`config.mk`:
```
export PLATFORM = sky130hd
export DESIGN_NAME = pipe_ctrl_gen_flat
export DESIGN_NICKNAME = d
export VERILOG_FILES = /design/src/rtl/pipe_ctrl_gen_if.sv /design/src/rtl/pipe_ctrl_gen.sv /design/src/flat_wrapper.sv
export SDC_FILE = /design/constraint.sdc
export NUM_CORES = 1
export LEC_CHECK = 0
export CORE_UTILIZATION = 37
export DETAILED_ROUTE_END_ITERATION = 8
export PLACE_DENSITY = 0.75
export SLEW_MARGIN = 20
export SYNTH_ARGS = -nofsm -noshare
export SYNTH_HDL_FRONTEND = slang
export SYNTH_SLANG_ARGS = --single-unit
```
`constraint.sdc`:
```
create_clock -name clk -period 2.8 [get_ports clk]
set_clock_uncertainty 0.1 [all_clocks]
set_input_delay 0.56 -clock clk [delete_from_list [all_inputs] [get_ports clk]]
set_output_delay 0.56 -clock clk [all_outputs]
set_load 0.02 [all_outputs]
```
`src/rtl/pipe_ctrl_gen_if.sv`:
```
// Pipeline control bus: stall requests and exception info in, stall mask and redirect out.
// The master side is the pipeline; the slave side is the controller.
interface pipe_ctrl_gen_if #(
    parameter int unsigned STAGES = 6,
    parameter int unsigned CNT_W  = 32
);
    logic [STAGES-1:0] stallreq_i;
    logic [31:0]       excepttype_i;
    logic [2:0]        int_id_i;
    logic [31:0]       cp0_epc_i;
    logic              ebase_we_i;
    logic [31:0]       ebase_i;
    logic              vec_mode_i;
    logic              perf_clr_i;
    logic [31:0]       new_pc;
    logic              flush;
    logic [STAGES-1:0] stall;
    logic              timeout_o;
    logic [CNT_W-1:0]  stall_cnt_o;

    modport master (
        output stallreq_i, excepttype_i, int_id_i, cp0_epc_i, ebase_we_i, ebase_i,
               vec_mode_i, perf_clr_i,
        input  new_pc, flush, stall, timeout_o, stall_cnt_o
    );

    modport slave (
        input  stallreq_i, excepttype_i, int_id_i, cp0_epc_i, ebase_we_i, ebase_i,
               vec_mode_i, perf_clr_i,
        output new_pc, flush, stall, timeout_o, stall_cnt_o
    );
endinterface

```
`src/rtl/pipe_ctrl_gen.sv`:
```
// Pipeline control unit: per-stage stall masks, flush window, exception redirect PC,
// stall watchdog and saturating stall-cycle counter.
module pipe_ctrl_gen #(
    parameter int unsigned STAGES    = 6,
    parameter int unsigned FLUSH_LEN = 1,
    parameter logic [31:0] EBASE_RST = 32'h0000_0000,
    parameter int unsigned WDT_LIMIT = 1024,
    parameter int unsigned CNT_W     = 32,
    parameter int unsigned VEC_SHIFT = 5
) (
    input logic            clk,
    input logic            rst,
    pipe_ctrl_gen_if.slave bus
);

    localparam logic [31:0] EXC_ERET = 32'h0000_000e;
    localparam logic [31:0] EXC_INT  = 32'h0000_000f;
    localparam int unsigned WDT_W    = (WDT_LIMIT > 1) ? $clog2(WDT_LIMIT) : 1;
    localparam logic [WDT_W-1:0] WDT_TOP = (WDT_LIMIT > 0) ? WDT_W'(WDT_LIMIT - 1) : '0;
    localparam int unsigned IF_IDX   = (STAGES > 2) ? 1 : 0;
    localparam int unsigned ID_IDX   = (STAGES > 3) ? 2 : IF_IDX;

    typedef enum logic [0:0] {StIdle, StFlush} state_e;

    state_e            state;
    logic [3:0]        fcnt;
    logic [31:0]       ebase;
    logic [WDT_W-1:0]  wdt_cnt;
    logic [CNT_W-1:0]  perf_cnt;

    logic [STAGES-1:0] req_mask;
    logic [STAGES-1:0] stall_c;
    logic              flush_c;
    logic [31:0]       pc_c;
    logic [31:0]       vec_off;
    logic              exc;
    logic              stalled;
    logic              wdt_hit;
    logic              any_req;
    logic              unused_bits;

    assign unused_bits = ^{bus.stallreq_i[STAGES-1], bus.ebase_i[11:0]};
    assign exc         = (bus.excepttype_i != 32'h0);
    assign vec_off     = 32'(bus.int_id_i) << VEC_SHIFT;

    // Thermometer mask from the highest requesting stage down to PC; WB request is ignored.
    always_comb begin
        req_mask = '0;
        any_req  = 1'b0;
        for (int i = int'(STAGES) - 2; i >= 0; i--) begin
            any_req     = any_req | bus.stallreq_i[i];
            req_mask[i] = any_req;
        end
        // An IF stall must also hold ID so the instruction in decode is not lost.
        if (STAGES > 2 && bus.stallreq_i[IF_IDX]) begin
            req_mask[ID_IDX] = 1'b1;
        end
    end

    always_comb begin
        stall_c = '0;
        flush_c = 1'b0;
        pc_c    = 32'h0;
        if (!rst) begin
            stall_c = '1;
        end else if (state == StFlush) begin
            flush_c = 1'b1;
        end else if (exc) begin
            flush_c = 1'b1;
            case (bus.excepttype_i)
                EXC_ERET: pc_c = bus.cp0_epc_i;
                EXC_INT:  pc_c = bus.vec_mode_i ? (ebase + 32'h200 + vec_off)
                                                : (ebase + 32'h20);
                default:  pc_c = ebase + 32'h40;
            endcase
        end else begin
            stall_c = req_mask;
        end
    end

    assign stalled = rst && (state == StIdle) && !exc && (|req_mask);
    assign wdt_hit = (WDT_LIMIT != 0) && stalled && (wdt_cnt == WDT_TOP);

    assign bus.stall       = stall_c;
    assign bus.flush       = flush_c;
    assign bus.new_pc      = pc_c;
    assign bus.timeout_o   = wdt_hit;
    assign bus.stall_cnt_o = perf_cnt;

    always_ff @(posedge clk or negedge rst) begin
        if (!rst) begin
            state    <= StIdle;
            fcnt     <= 4'd0;
            ebase    <= EBASE_RST;
            wdt_cnt  <= '0;
            perf_cnt <= '0;
        end else begin
            if (bus.ebase_we_i) begin
                ebase <= {bus.ebase_i[31:12], 12'h000};
            end

            case (state)
                StIdle: begin
                    if (exc && FLUSH_LEN > 1) begin
                        state <= StFlush;
                        fcnt  <= 4'(FLUSH_LEN - 1);
                    end
                end
                StFlush: begin
                    if (fcnt <= 4'd1) begin
                        state <= StIdle;
                    end else begin
                        fcnt <= fcnt - 4'd1;
                    end
                end
                default: state <= StIdle;
            endcase

            if (!stalled || wdt_hit) begin
                wdt_cnt <= '0;
            end else begin
                wdt_cnt <= wdt_cnt + 1'b1;
            end

            if (bus.perf_clr_i) begin
                perf_cnt <= '0;
            end else if (stalled && perf_cnt != '1) begin
                perf_cnt <= perf_cnt + 1'b1;
            end
        end
    end

endmodule

```
`src/flat_wrapper.sv`:
```
// flat-port wrapper written by rule: the top's interface ports become plain ports
module pipe_ctrl_gen_flat 
#(
    parameter int unsigned STAGES    = 6,
    parameter int unsigned FLUSH_LEN = 1,
    parameter logic [31:0] EBASE_RST = 32'h0000_0000,
    parameter int unsigned WDT_LIMIT = 1024,
    parameter int unsigned CNT_W     = 32,
    parameter int unsigned VEC_SHIFT = 5
)
  (clk, rst, bus_stallreq_i, bus_excepttype_i, bus_int_id_i, bus_cp0_epc_i, bus_ebase_we_i, bus_ebase_i, bus_vec_mode_i, bus_perf_clr_i, bus_new_pc, bus_flush, bus_stall, bus_timeout_o, bus_stall_cnt_o);
  pipe_ctrl_gen_if #(.STAGES(STAGES), .CNT_W(CNT_W)) bus_i ();
  input logic clk;
  input logic rst;
  input wire logic [$bits(bus_i.stallreq_i)-1:0] bus_stallreq_i;
  input wire logic [$bits(bus_i.excepttype_i)-1:0] bus_excepttype_i;
  input wire logic [$bits(bus_i.int_id_i)-1:0] bus_int_id_i;
  input wire logic [$bits(bus_i.cp0_epc_i)-1:0] bus_cp0_epc_i;
  input wire logic [$bits(bus_i.ebase_we_i)-1:0] bus_ebase_we_i;
  input wire logic [$bits(bus_i.ebase_i)-1:0] bus_ebase_i;
  input wire logic [$bits(bus_i.vec_mode_i)-1:0] bus_vec_mode_i;
  input wire logic [$bits(bus_i.perf_clr_i)-1:0] bus_perf_clr_i;
  output wire logic [$bits(bus_i.new_pc)-1:0] bus_new_pc;
  output wire logic [$bits(bus_i.flush)-1:0] bus_flush;
  output wire logic [$bits(bus_i.stall)-1:0] bus_stall;
  output wire logic [$bits(bus_i.timeout_o)-1:0] bus_timeout_o;
  output wire logic [$bits(bus_i.stall_cnt_o)-1:0] bus_stall_cnt_o;
  assign bus_i.stallreq_i = bus_stallreq_i;
  assign bus_i.excepttype_i = bus_excepttype_i;
  assign bus_i.int_id_i = bus_int_id_i;
  assign bus_i.cp0_epc_i = bus_cp0_epc_i;
  assign bus_i.ebase_we_i = bus_ebase_we_i;
  assign bus_i.ebase_i = bus_ebase_i;
  assign bus_i.vec_mode_i = bus_vec_mode_i;
  assign bus_i.perf_clr_i = bus_perf_clr_i;
  assign bus_new_pc = bus_i.new_pc;
  assign bus_flush = bus_i.flush;
  assign bus_stall = bus_i.stall;
  assign bus_timeout_o = bus_i.timeout_o;
  assign bus_stall_cnt_o = bus_i.stall_cnt_o;
  pipe_ctrl_gen #(.STAGES(STAGES), .FLUSH_LEN(FLUSH_LEN), .EBASE_RST(EBASE_RST), .WDT_LIMIT(WDT_LIMIT), .CNT_W(CNT_W), .VEC_SHIFT(VEC_SHIFT)) u_core (.clk(clk), .rst(rst), .bus(bus_i));
endmodule
```
=== Word level (Yosys, flattened, before mapping) ===
Index checks and enable logic that the tools add are counted.

* Input bits: 110
* Register bits after elaboration: 67
* Logic and storage cells: 52
* Output and inout bits: 72

* $lt $le $gt $ge: 1
* Muxes and demuxes: 17
* Bitwise gates (word level): 6
* Reduce and logical (&&, ||, !) cells: 12
* Equality and inequality tests: 4
* $add $sub $neg: 7

{| class="wikitable"
|+ Operators by type and width
! operator !! number
|-
| 32-bit 2-to-1 mux || 6
|-
| 32-bit by 4-bit == test with 1-bit output (second input constant) || 2
|-
| 32-bit one-hot mux with 2 select lines || 1
|-
| 32-bit by 1-bit adder with 32-bit output (second input constant) || 1
|-
| 32-bit by 10-bit adder with 32-bit output (second input constant) || 1
|-
| 32-bit by 6-bit adder with 32-bit output (second input constant) || 1
|-
| 32-bit by 7-bit adder with 32-bit output (second input constant) || 1
|-
| 32-bit by 8-bit adder with 32-bit output || 1
|-
| 32-bit inequality test (second input constant) || 1
|-
| 32-bit nonzero test || 1
|-
| 10-bit by 1-bit adder with 10-bit output (second input constant) || 1
|-
| 10-bit == test (second input constant) || 1
|-
| 10-bit 2-to-1 mux || 1
|-
| 5-bit 2-to-1 mux || 2
|-
| 1-bit 2-to-1 mux || 6
|-
| 6-bit 2-to-1 mux || 1
|-
| 1-bit logical AND || 5
|-
| 5-bit OR reduction || 1
|-
| 4-bit by 1-bit less-or-equal comparator with 1-bit output (second input constant) || 1
|-
| 1-bit bitwise OR || 4
|-
| 4-bit by 1-bit subtractor with 4-bit output (second input constant) || 1
|-
| 1-bit logical NOT || 2
|-
| 1-bit inverter || 2
|-
| 2-bit AND reduction || 1
|-
| other kinds (2) || 2
|}

=== Depth between registers and ports, before layout ===
Gate-level depths: netlist (run 1).

* Depth in word-level cells: 9
* Mapped depth: 8
* Depth with buffers taken out: 7

=== Least setup slack after synthesis (run 1) ===
Ideal clock, no wire load.

* Path type: input-to-output
* Start point: in bus_excepttype_i[14]
* End point: out bus_new_pc[19]
* Stages: 8
* Arrival: 2.454 ns
* Required time: 2.140 ns
* Buffers on the path: 2
* Setup slack: -0.314 ns
* Path through: nor4_1 > nand2_1 > nor4_1 > and2b_1 > buf_2 > buf_2 > mux2i_1 > nor2_1

* Word-level cells in the longest chain between the ends: 5
* Elaborated cells on any way between the ends: 7
* Classes of those cells: eq/ne: 2; mux: 4; reduce/logical: 1

{| class="wikitable"
|+ Ends and longest elaborated chain
! item !! line !! RTL
|-
| from (decl) || flat_wrapper.sv:16 || <nowiki>input wire logic [$bits(bus_i.excepttype_i)-1:0] bus_excepttype_i;</nowiki>
|-
| 32-bit by 4-bit == test with 1-bit output || pipe_ctrl_gen.sv:70 || <nowiki>case (bus.excepttype_i)</nowiki>
|-
| 32-bit one-hot mux with 2 select lines || pipe_ctrl_gen.sv:70 ||
|-
| 32-bit 2-to-1 mux (*) || pipe_ctrl_gen.sv:68 || <nowiki>end else if (exc) begin</nowiki>
|-
| 32-bit 2-to-1 mux (*) || pipe_ctrl_gen.sv:66 || <nowiki>end else if (state == StFlush) begin</nowiki>
|-
| 32-bit 2-to-1 mux (*) || pipe_ctrl_gen.sv:64 || <nowiki>if (!rst) begin</nowiki>
|-
| to (decl) || flat_wrapper.sv:23 || <nowiki>output wire logic [$bits(bus_i.new_pc)-1:0] bus_new_pc;</nowiki>
|}

Mark *: on every way between the ends. The rest lies on a longest branch, timed or not.

=== Worst setup path after layout (run 1) ===
* Start point: in bus_excepttype_i[11]
* End point: out bus_new_pc[21]

Same word-level chain as after synthesis.

==> impl_metrics.env, run 1 <==
export IMPL_outcome="finished with violations"
export IMPL_violations="setup timing"
export IMPL_cp_top_family="simple AND/OR/NAND/NOR gates"
export IMPL_vias_per_cell=5.38
export IMPL_drt_total_wl_mm=14.6
export IMPL_synth_seq_cells=67
export IMPL_syn_cell_area_um2=3780
export IMPL_slowest_stage="nor4_4"
export IMPL_start_util_pct=38.5
export IMPL_power_w=0.00228
export IMPL_ctsHoldBuffers=0
export IMPL_avgSynthCellArea_um2=9.40
export IMPL_fin_nets=739
export IMPL_rsz0062_at_grt="yes"
export IMPL_cp_num_buf_inv=5
export IMPL_worstSetupStartpointType="input port"
export IMPL_met1_usage_pct=29.2
export IMPL_drtPass1Iterations=4
export IMPL_portBuffers=168
export IMPL_wl_per_cell_um=19.1
export IMPL_ioPinCount=182
export IMPL_grt_pass1_wl_mm=21.3
export IMPL_clock_fmax_ghz=0.333
export IMPL_cts_sinks=67
export IMPL_remaining_drc_errors=0
export IMPL_fp_dieW_um=103
export IMPL_insertion_delay_ns=0.35
export IMPL_drive_above_1_share_pct=37.3
export IMPL_finalHoldViolCount=0
export IMPL_diodes=0
export IMPL_netlist_instances=402
export IMPL_finalSetupTns_ns=-4.26
export IMPL_ir_worst_vdd_mv=0.281
export IMPL_rows=36
export IMPL_dpl_hpwl_mm=9.56
export IMPL_gr_total_overflow=0
export IMPL_use_met3_pct=7.53
export IMPL_post_route_period_util_pct=107
export IMPL_cts_htree_levels=3
export IMPL_syn_nets=516
export IMPL_vias=4102
export IMPL_crit_required_ns=2.14
export IMPL_cp_cell_sequence="buf_8, nor4_4, nand2_2, buf_6, nor4_4, and2b_4, buf_12, buf_12, mux2i_4, nor2_2, buf_6"
export IMPL_ys_seq_area_share_pct=44.4
export IMPL_antenna_found_initial=0
export IMPL_grt_most_used_layer="met2"
export IMPL_relSlewSlack_pct=49.2
export IMPL_preCtsSetupSlack_ns=-1.01
export IMPL_gr_usage_met2_pct=48.7
export IMPL_area_growth_pct=78.9
export IMPL_critical_path_class="input port to output port"
export IMPL_grt_start_max_net_pins=60
export IMPL_crit_fanout=6
export IMPL_final_core_utilization_pct=68.8
export IMPL_core_area_um2=9820
export IMPL_drt_antenna_violating_nets=0
export IMPL_tightest_slew_ns=0.762
export IMPL_grt_pass1_vias=4146
export IMPL_leakagePower_nw=2.77
export IMPL_slew_violations=0
export IMPL_yosys_warnings=0
export IMPL_dieHeight_um=103
export IMPL_critPathCaptureType="output port"
export IMPL_cp_arrival_ns=2.34
export IMPL_drv_cap=0
export IMPL_setup_ws_ns=-0.205
export IMPL_root_buffer="clkbuf_8"
export IMPL_synth_cell_type_count=39
export IMPL_tritoncts="done"
export IMPL_fin_crit_ns=3.00
export IMPL_grt_usage_pct=27.2
export IMPL_setup_violations_final=30
export IMPL_dieArea_um2=10600
export IMPL_power_density_nw_per_um2=337
export IMPL_path_clk_slew_ns=0.07
export IMPL_hp_class="input port to async pin"
export IMPL_clockBufferDepth=2
export IMPL_drt_iter0_markers=170
export IMPL_cts_buffers=9
export IMPL_gp_congestion=0.852
export IMPL_crit_path_max_incr_delay_ns=0.31
## per-layer routing
metal  vias up  share of wire [%]
met1      2000                 38
met3        31                7.9
met2       169                 51
met5         -                  0
li1       1902                  -
met4         0                2.9
## sequential cells by signal, summed over array words and instances, names as in the netlist
| register | count |
|---|---|
| u_core.bus.stall_cnt_o | 32 |
| u_core.wdt_cnt | 10 |
| u_core.state | 1 |
| u_core.fcnt | 4 |
| u_core.ebase | 20 |
## Yosys cell counts, drive strengths merged
library cell   n  area share [%]
nand4         12             2.0
xnor2          8             1.9
clkbuf        12             1.2
nor2b          4            0.66
and4           3            0.70
or4           12             2.6
nand2         23             2.3
o21ai         13             1.7
a21oi         26             3.4
and2b          1            0.20
dfrtp         67              44
nand3b         1            0.20
nand4b         1            0.23
o31ai         10             2.0
nand3         23             3.2
or3           11             1.8
xor2          11             2.5
and2           1            0.17
a41oi          1            0.23
ha             4             1.3
a31oi          1            0.17
nor4          12             2.4
inv           11             1.1
nand2b         3            0.50
nor3           6            0.93
buf            4            0.76
nor2          57             5.7
mux2i         21             5.6
and3          15             2.5
or2            3            0.50
o22ai          1            0.17
and4b          1            0.26
mux2          23             6.9
## cells by family (layout without fill, tap and decap cells)
group | after synthesis | after routing | synth area share [%]
AOI/OAI and AO/OA | 52 | 52 | 7.72
xor gates and xnor gates | 19 | 19 | 4.40
adders and majority gates | 4 | 4 | 1.32
buffers and inverters | 27 | 255 | 3.05
DFF | 67 | 67 | 44.4
muxes | 44 | 44 | 12.4
and+or+nand+nor | 189 | 189 | 26.7
## layout by cell type (no fill, tap or decap), types with 9 or more instances in the layout
cell type        count
a21oi_1             19
buf_2               21
buf_4               40
buf_6               45
clkbuf_8            10
clkdlybuf4s50_1     96
dfrtp_1             67
inv_1               11
mux2_2              23
nand2_1             19
nand3_1             19
nand4_1             12
nor2_1              42
nor2_2               9
nor4_4               9
o21ai_0             13
o31ai_1              9
or3_1               11
xor2_1              11
## layout make-up
type,count,area [um2]
clock inverter,2,35.0
timing repair buffer,228,2260
clock buffer,14,153
sequential,67,1680
fill,731,3060
inverter,11,41.3
tap,133,166
multi-input combinational,308,2430
## per-stage QoR
stage | instance area [um2] | hold WS (ns) | std cells
final | 6760 | 0.0751 | 763
after global routing | 6760 | 0.0675 | 763
after CTS | 6580 | 0.0705 | 759
after detailed placement | 5880 | 0.368 | 722
after global placement | 5880 | 0.357 | 722
after floorplan | 3840 | 0.164 | 402
## report_power, final
part | switching, W | internal, W | total [W] | leakage, nW
registers | 0.0000267 | 0.000997 | 0.00102 | 0.891
clock network | 0.000371 | 0.000436 | 0.000807 | 0.0947
logic | 0.000200 | 0.000246 | 0.000446 | 1.78
## final timing paths
kind                                                              from                                     end  slack, ns  depth (start not counted)
max in group asynchronous                                          rst            u_core.ebase[22]$_DFFE_PN0P_       1.72                          2
worst max register to register  u_core.bus.stall_cnt_o[10]$_DFFE_PN0P_  u_core.bus.stall_cnt_o[25]$_DFFE_PN0P_       0.31                          6
worst min register to register              u_core.fcnt[3]$_DFFE_PN0P_              u_core.fcnt[3]$_DFFE_PN0P_       0.38                          1
min in group clk                            u_core.fcnt[3]$_DFFE_PN0P_              u_core.fcnt[3]$_DFFE_PN0P_       0.38                          1
worst max-delay path                              bus_excepttype_i[11]                          bus_new_pc[21]      -0.20                         11
worst min-delay path                                               rst              u_core.fcnt[2]$_DFFE_PN0P_       0.08                          2
## worst register-to-register path: stages, from the launching register on
cell and delay [ns]:
dfrtp_1 0.46, nand3_1 0.17, or3_1 0.45, a41oi_1 0.30, nand4_1 0.34, or3_1 0.44, a21oi_1 0.16
## what timing repair did
item                                    4_1_cts  5_1_grt
buffers inserted                             16       10
endpoints found under the setup margin       56       54
cloned                                        6        1
resized for setup                           364       63
pin swaps                                    23       21
Note: power is estimated with default switching activity, not from simulation.
==> run 2: changes to the inputs <==
--- a/config.mk
+++ b/config.mk
@@ -8,6 +8,7 @@
 export CORE_UTILIZATION = 37
 export DETAILED_ROUTE_END_ITERATION = 8
 export PLACE_DENSITY = 0.75
+export REMOVE_ABC_BUFFERS = 1
 export SLEW_MARGIN = 20
 export SYNTH_ARGS = -nofsm -noshare
 export SYNTH_HDL_FRONTEND = slang
==> impl_metrics.env, run 2 (synthesis gave the netlist of run 1 again) <==
export IMPL_outcome="finished with violations"
export IMPL_violations="setup timing"
export IMPL_setup_violations_final=29
export IMPL_vias_per_cell=5.31
export IMPL_grt_pass1_vias=4022
export IMPL_start_util_pct=38.5
export IMPL_worstSetupStartpointType="input port"
export IMPL_layout_common_cells="96 x clkdlybuf4s50_1, 67 x dfrtp_1, 54 x nor2_1"
export IMPL_root_buffer="clkbuf_8"
export IMPL_tritoncts="done"
export IMPL_critPathCaptureType="output port"
export IMPL_rsz0062_at_grt="yes"
export IMPL_insertion_delay_ns=0.33
export IMPL_wl_per_cell_um=17.7
export IMPL_cp_arrival_ns=2.32
export IMPL_drt_iter0_markers=169
export IMPL_portBuffers=168
export IMPL_finalHoldViolCount=0
export IMPL_ioPinCount=182
export IMPL_crit_required_ns=2.14
export IMPL_dieArea_um2=10600
export IMPL_power_density_nw_per_um2=355
export IMPL_gp_congestion=0.930
export IMPL_drt_antenna_violating_nets=0
export IMPL_ir_worst_vdd_mv=0.292
export IMPL_tightest_slew_ns=0.853
export IMPL_drtPass1Iterations=4
export IMPL_crit_path_max_incr_delay_ns=0.27
export IMPL_post_route_period_util_pct=106
export IMPL_slowest_stage="nor4_2"
export IMPL_final_common_cell="clkdlybuf4s50_1"
export IMPL_rows=36
export IMPL_cp_cell_sequence="buf_2, nor4_2, nand2_1, nor4_2, buf_4, and2b_4, buf_6, buf_16, mux2i_1, nor2_1, buf_2"
export IMPL_leakagePower_nw=2.59
export IMPL_antenna_found_initial=1
export IMPL_reg2reg_from="u_core.bus.stall_cnt_o[3]$_DFFE_PN0P_"
export IMPL_core_area_um2=9820
export IMPL_preCtsSetupSlack_ns=-0.989
export IMPL_path_clk_slew_ns=0.07
export IMPL_critical_path_class="input port to output port"
export IMPL_setup_ws_ns=-0.179
export IMPL_dpl_hpwl_mm=9.08
export IMPL_reg2reg_slack_ns=0.22
export IMPL_cts_sinks=67
export IMPL_ctsHoldBuffers=0
export IMPL_clockBufferDepth=2
export IMPL_fp_dieW_um=103
export IMPL_crit_fanout=7
export IMPL_slew_violations=0
export IMPL_gr_total_overflow=0
export IMPL_area_growth_pct=64.9
export IMPL_largest_reg_flops=32
export IMPL_grt_start_max_net_pins=67
export IMPL_fin_crit_ns=2.98
export IMPL_rr_worst_depth=7
export IMPL_vias=3995
export IMPL_cts_buffers=9
export IMPL_grt_pass1_wl_mm=19.9
export IMPL_fin_nets=727
export IMPL_cts_htree_levels=3
export IMPL_drive_above_1_share_pct=31.9
export IMPL_relSlewSlack_pct=43.1
export IMPL_dieHeight_um=103
export IMPL_r2r_end="u_core.bus.stall_cnt_o[27]$_DFFE_PN0P_"
export IMPL_drv_cap=0
export IMPL_final_core_utilization_pct=63.4
export IMPL_drt_total_wl_mm=13.3
export IMPL_remaining_drc_errors=0
export IMPL_grt_usage_pct=24.7
export IMPL_hp_class="input port to async pin"
export IMPL_clock_fmax_ghz=0.336
==> run 2: timing repair <==
action	CTS	global route
gates cloned	5	0
endpoints found under the setup margin	53	39
setup buffers	11	8
gates resized for setup	299	44
pin swaps	24	20
==> run 2: how the worst max path moves through the flow <==
stage,startpoint,end,cells past startpoint
after floorplan,bus_excepttype_i[14],bus_new_pc[12],6
after global placement,bus_excepttype_i[13],bus_new_pc[8],9
after detailed placement,bus_excepttype_i[14],bus_new_pc[17],10
after CTS,bus_excepttype_i[4],bus_new_pc[13],11
after global routing,bus_excepttype_i[5],bus_new_pc[22],11
final,bus_excepttype_i[17],bus_new_pc[16],11
==> run 2: metal layers <==
layer	track usage (%)	share of wire (%)	vias up
met2	44.5	52	141
met3	4.07	6.0	25
met1	28.8	40	1954
li1	-	-	1875
met5	0	0	-
met4	11.2	2.1	0
==> run 2: worst max-delay path: cells and delay by family <==
kind	cells	cell delay, ns
buf+inv	5	0.66
mux	1	0.22
simple gates	5	0.86
==> run 2: through the flow <==
stage / setup TNS, ns / power [W] / hold slack [ns] / cell area, um2 / std cells
after floorplan: -15.72 / 0.00114 / 0.164 / 3700 / 386
after global placement: -37.71 / 0.00140 / 0.360 / 5820 / 720
after detailed placement: -42.88 / 0.00141 / 0.366 / 5820 / 720
after CTS: -3.53 / 0.00221 / 0.0844 / 6230 / 749
after global routing: -6.29 / 0.00229 / 0.104 / 6230 / 752
final: -3.52 / 0.00221 / 0.106 / 6230 / 752
==> run 2: final cells by class <==
| type | instances | area (um2) |
|---|---|---|
| fill | 839 | 3590 |
| clock buffer | 10 | 138 |
| timing repair buffer | 216 | 1930 |
| clock inverter | 6 | 65.1 |
| antenna | 1 | 2.50 |
| tap | 133 | 166 |
| inverter | 11 | 41.3 |
| sequential | 67 | 1680 |
| multi-input combinational | 308 | 2210 |
==> run 2: power breakdown <==
part / switching [W] / internal (W) / leakage [nW]
combinational: 0.000172 / 0.000201 / 1.60
clock: 0.000388 / 0.000436 / 0.102
sequential: 0.0000196 / 0.000996 / 0.891
total: 0.000580 / 0.00163 / 2.59
==> run 3: changes to the inputs <==
--- a/config.mk
+++ b/config.mk
@@ -9,7 +9,7 @@
 export DETAILED_ROUTE_END_ITERATION = 8
 export PLACE_DENSITY = 0.75
 export REMOVE_ABC_BUFFERS = 1
-export SLEW_MARGIN = 20
+export SLEW_MARGIN = 0
 export SYNTH_ARGS = -nofsm -noshare
 export SYNTH_HDL_FRONTEND = slang
 export SYNTH_SLANG_ARGS = --single-unit
==> results of run 3 <==
The final DEF is identical to that of run 2; final timing and power are the same.
